--- config.mk ---
export PLATFORM = sky130hd
export DESIGN_NAME = latch_wr_arbiter
export DESIGN_NICKNAME = d
export VERILOG_FILES = /design/src/rtl/latch_wr_arbiter.sv
export SDC_FILE = /design/constraint.sdc
export NUM_CORES = 1
export LEC_CHECK = 0
export CORE_AREA = 2 2 67 69
export CTS_BUF_LIST = sky130_fd_sc_hd__clkbuf_8
export CTS_CLUSTER_SIZE = 40
export DETAILED_ROUTE_END_ITERATION = 16
export DIE_AREA = 0 0 69 71
export SLEW_MARGIN = 5
export SYNTH_ARGS = -nofsm -noshare
export SYNTH_HDL_FRONTEND = slang
export SYNTH_SLANG_ARGS = --single-unit
--- constraint.sdc ---
create_clock -name clk -period 2.1 [get_ports clk]
set_input_delay 0.315 -clock clk [delete_from_list [all_inputs] [get_ports clk]]
set_output_delay 0.315 -clock clk [all_outputs]
set_load 0.005 [all_outputs]
--- src/rtl/latch_wr_arbiter.sv ---
`default_nettype none
// ============================================================================
// latch_wr_arbiter : two-requester round-robin write arbiter sequencing a
//                    shared transparent latch bank (setup / open / hold).
// Optional feature : LATCH_WR_ARBITER_CLEAR_EN adds clr_req / lat_rst.
// Revision         : 1.0
// ============================================================================
module latch_wr_arbiter #(
   parameter int WIDTH       = 8,
   parameter int OPEN_CYCLES = 2
) (
   input  logic             clk,
   input  logic             rst,
`ifdef LATCH_WR_ARBITER_CLEAR_EN
   input  logic             clr_req,
   output logic             lat_rst,
`endif
   input  logic             req0,
   input  logic             req1,
   input  logic [WIDTH-1:0] data0,
   input  logic [WIDTH-1:0] data1,
   output logic             gnt0,
   output logic             gnt1,
   output logic             done,
   output logic [WIDTH-1:0] lat_d,
   output logic             lat_en
);

   localparam logic [2:0] S_IDLE  = 3'd0;
   localparam logic [2:0] S_SETUP = 3'd1;
   localparam logic [2:0] S_OPEN  = 3'd2;
   localparam logic [2:0] S_HOLD  = 3'd3;
`ifdef LATCH_WR_ARBITER_CLEAR_EN
   localparam logic [2:0] S_CLEAR = 3'd4;
`endif

   logic [2:0]       state_q,  state_d;
   logic [3:0]       cnt_q,    cnt_d;
   logic             last_q,   last_d;   // requester served last; 1 after reset so req0 wins a tie
   logic             gnt0_q,   gnt0_d;
   logic             gnt1_q,   gnt1_d;
   logic             done_q,   done_d;
   logic             lat_en_q, lat_en_d;
   logic [WIDTH-1:0] lat_d_q,  lat_d_d;
`ifdef LATCH_WR_ARBITER_CLEAR_EN
   logic             lat_rst_q, lat_rst_d;
`endif
   logic             win1;

   always_comb begin
      state_d  = state_q;
      cnt_d    = cnt_q;
      last_d   = last_q;
      gnt0_d   = gnt0_q;
      gnt1_d   = gnt1_q;
      done_d   = done_q;
      lat_en_d = lat_en_q;
      lat_d_d  = lat_d_q;
`ifdef LATCH_WR_ARBITER_CLEAR_EN
      lat_rst_d = lat_rst_q;
`endif
      win1 = (req0 & req1) ? ~last_q : req1;

      case (state_q)
         S_IDLE: begin
`ifdef LATCH_WR_ARBITER_CLEAR_EN
            if (clr_req) begin
               state_d   = S_CLEAR;
               lat_rst_d = 1'b1;
               lat_d_d   = '0;
            end else
`endif
            if (req0 | req1) begin
               state_d = S_SETUP;
               gnt0_d  = ~win1;
               gnt1_d  = win1;
               last_d  = win1;
               lat_d_d = win1 ? data1 : data0;
            end
         end
         S_SETUP: begin
            state_d  = S_OPEN;
            lat_en_d = 1'b1;
            cnt_d    = 4'(OPEN_CYCLES - 1);
         end
         S_OPEN: begin
            if (cnt_q == 4'd0) begin
               state_d  = S_HOLD;
               lat_en_d = 1'b0;
               done_d   = 1'b1;
            end else begin
               cnt_d = cnt_q - 4'd1;
            end
         end
         S_HOLD: begin
            state_d = S_IDLE;
            gnt0_d  = 1'b0;
            gnt1_d  = 1'b0;
            done_d  = 1'b0;
         end
`ifdef LATCH_WR_ARBITER_CLEAR_EN
         S_CLEAR: begin
            state_d   = S_IDLE;
            lat_rst_d = 1'b0;
         end
`endif
         default: begin
            state_d  = S_IDLE;
            gnt0_d   = 1'b0;
            gnt1_d   = 1'b0;
            done_d   = 1'b0;
            lat_en_d = 1'b0;
         end
      endcase
   end

   always_ff @(posedge clk or negedge rst) begin
      if (!rst) begin
         state_q  <= S_IDLE;
         cnt_q    <= 4'd0;
         last_q   <= 1'b1;
         gnt0_q   <= 1'b0;
         gnt1_q   <= 1'b0;
         done_q   <= 1'b0;
         lat_en_q <= 1'b0;
         lat_d_q  <= '0;
`ifdef LATCH_WR_ARBITER_CLEAR_EN
         lat_rst_q <= 1'b0;
`endif
      end else begin
         state_q  <= state_d;
         cnt_q    <= cnt_d;
         last_q   <= last_d;
         gnt0_q   <= gnt0_d;
         gnt1_q   <= gnt1_d;
         done_q   <= done_d;
         lat_en_q <= lat_en_d;
         lat_d_q  <= lat_d_d;
`ifdef LATCH_WR_ARBITER_CLEAR_EN
         lat_rst_q <= lat_rst_d;
`endif
      end
   end

   assign gnt0   = gnt0_q;
   assign gnt1   = gnt1_q;
   assign done   = done_q;
   assign lat_en = lat_en_q;
   assign lat_d  = lat_d_q;
`ifdef LATCH_WR_ARBITER_CLEAR_EN
   assign lat_rst = lat_rst_q;
`endif

endmodule
`default_nettype wire
==> results.md <==
* Status: complete, no violations
* Area contributors post-synth: dfrtp_1 (44%), mux2i_1 (8.9%), ha_1 (7.4%)
* Final core utilization at 34.02%
* Die span in x at 69 um
* Nets at 156
* Fmax at 570.6 MHz
* FILL cells at 435
* Standby leakage power at 0.6339 nW
* H-tree levels at 1
* Cell-internal power at 1.187 mW
* Post-DP HPWL at 1.731 mm
* I/O pin total at 32
* Clk Latency, worst-skew pair at 0.25 ns
* Compound-Gate Fraction of Synth Area at 16.85%
* Share of layout cells above drive strength 1 at 7.752%
* 1st-iter DRT viols at 6
* Most common flop cell mapped by yosys: dfrtp_1
* Least-Margin Pin Slew at 0.4774 ns
* GRT Total Usage at 9.468%
* Post-route ant nets at 0
* Final Hold Fails at 0
* Post_cts resized at 0
* Core area at 4204 um2
* Root buf cell: clkbuf_8
* Final Instance Area at 1430 um2
* Synth cell count leaders: dfrtp_1 (18), o21ai_0 (12), nand2_1 (10), mux2i_1 (9)
* TritonCTS Buffers at 3
* Max-cap violations at 0
* Vias/cell at 4.591
* Pwr dens at 1307 nW/um2
* CTS sink count at 19
* Flops & latches, synth at 19
* Fin Clk Skew at 0.0008166 ns
* Final hold slack at 0.3913 ns
* Largest net degree at the start of global routing at 20
* Sw frac at 36.52%
* Crit end category: flop
* Critical Path AT at 1.89 ns
* Post-synthesis xor/xnor area fraction at 0%
* WP data required at 2.24 ns
* Post-synth ARST share at 100.0%
* Tcrit/Tclk final at 83.45%
* Worst setup SP type: flop
* Portion of netlist area occupied by mux cells at 11.07%
* Area grow syn2layout at 40.59%
* Peak VDD IR at 0.4044 mV
* Clock share of power at 13.5%
* Hold WC Path Type: in -> async
* Drc violations at 0
* Period minus WS final at 1.752 ns
* Largest family of logic cells by synthesized area: compound AO/OA/AOI/OAI gates
* CP Max Fanout at 5
* Via Count at 831
* Synth Area in Adders at 7.380%
* CTS tree: done
* Post-synth top area cell: dfrtp_1
* Part of the power in combinational logic at 51.5%
* Die Y at 71 um
* Warnings from Yosys at 0
* Setup CP Type: reg -> reg
* Hold Buf Count CTS at 0
* Routability Congestion at 0.6618
* Yosys top cell area share at 44.28%
* Post-synthesis cell area at 1017 um2
* Reg power frac at 35.0%
* Ant. Diodes at 0
* Initial antenna violation count at 0
* Cell with the most instances after synthesis: dfrtp_1
* Die area at 4899 um2
* Placed cell areas at 1385 um2
* Final setup TNS at 0 ns
* Worst rel slew slack at 68.17%
* Starting density of the core at 24.20%
* First-pass GRT wire length at 3.836 mm
* Final WL at 2.241 mm
* WL/cell at 12.38 um
* Cell variety after synth at 34
* NetSw at 682.5 uW
* RSZ-0062 raised after global routing: no
* Synth Area in Simple Gates at 13.41%
* Pre-antenna DRT Iters at 4
* Worst-path clk slew at 0.07 ns
* Input/output buffers at 31
* Net count after synthesis at 122
* Row count at 24
* Total global routing overflow at 0
* CTS max path bufs at 2
* Post-CTS Setup Inserts at 0
* Share of the yosys chip area belonging to registers at 46.86%
* # setup viols final at 0
* EDFF count, synth at 0
* Mean Syn Cell Area at 10.60 um2
* Cells after Synth at 96
* Vias in the first global route at 872
* Final Max Tran Viols at 0
## final timing paths
| path | start | endpoint | slack, ns | cells past startpoint |
|---|---|---|---|---|
| worst max-delay path | cnt_q[0] | state_q[1] | 0.35 | 5 |
| worst min-delay path | rst | lat_d[6] | 0.39 | 2 |
| worst max register to register | cnt_q[0] | state_q[1] | 0.35 | 5 |
| worst min register to register | lat_d[1] | lat_d[1] | 0.48 | 2 |
| max in group asynchronous | rst | last_q | 1.44 | 2 |
| min in group clk | lat_d[1] | lat_d[1] | 0.48 | 2 |
## layer usage
layer  global-route usage, %  vias up  wire [um]
li1                        -      405          -
met1                   10.34      397        930
met2                   17.20       29       1130
met3                   3.561        0        181
met4                   2.614        0          0
met5                       0        -          0
## area by class of cell
cell class | instances | area [um2] | share of cell area (%)
sequential | 19 | 476.7 | 33.33
clock inverter | 1 | 3.754 | 0.2625
tap | 52 | 65.06 | 4.549
multi-input combinational | 67 | 495.5 | 34.65
timing repair buffer | 33 | 325.3 | 22.75
clock buffer | 3 | 41.29 | 2.887
inverter | 6 | 22.52 | 1.575
## state kept, by name, summed over array words and instances (netlist names)
name / flops
lat_d: 8
cnt_q: 4
state_q: 2
done: 1
gnt0: 1
gnt1: 1
last_q: 1
lat_en: 1
## critical path, cell delays in order, from the launching register on
cell	delay, ns
dfrtp_1	0.40
inv_1	0.09
ha_1	0.20
or3b_4	0.43
a21oi_2	0.18
mux2_1	0.33
## per-stage QoR
step,setup slack [ns],instances,power [mW]
5_1_grt,0.2350,181,2.047
3_5_place_dp,0.3629,177,1.631
4_1_cts,0.3438,181,1.896
6_report,0.3475,181,1.869
3_3_place_gp,0.4320,177,1.586
2_1_floorplan,0.4694,96,1.236
## logic make-up (layout without fill, tap and decap cells)
group / Yosys count / after routing
simple gates: 24 / 24
buf+inv: 10 / 43
mux: 11 / 11
fa+ha+maj: 6 / 6
flops: 19 / 19
compound gates: 26 / 26
## cells in the final DEF, fill, tap and decap left out, drive strengths merged
master and count:
o21ai 13, nor2b 2, nor3b 3, o32ai 2, nor4b 1, nand2b 1
ha 6, dfstp 1, nand3 2, a32o 1, inv 7, a21boi 1
mux2 2, buf 2, or3b 1, clkdlybuf4s50 31, a21bo 1, or2b 1
or3 1, o32a 1, nor2 1, a31oi 1, a22o 1, a21oi 3
nand2 10, a311o 1, clkbuf 3, mux2i 9, dfrtp 18, nor3 1
o21a 1
## power groups by stage
stage	logic (mW)	clock network, mW	registers (mW)
floorplan	0.590	0	0.645
global placement	0.939	0	0.646
detailed placement	0.973	0	0.658
CTS	0.977	0.266	0.654
global route	1.08	0.289	0.679
finish	0.963	0.252	0.654
(Power assumes the default switching activity.)
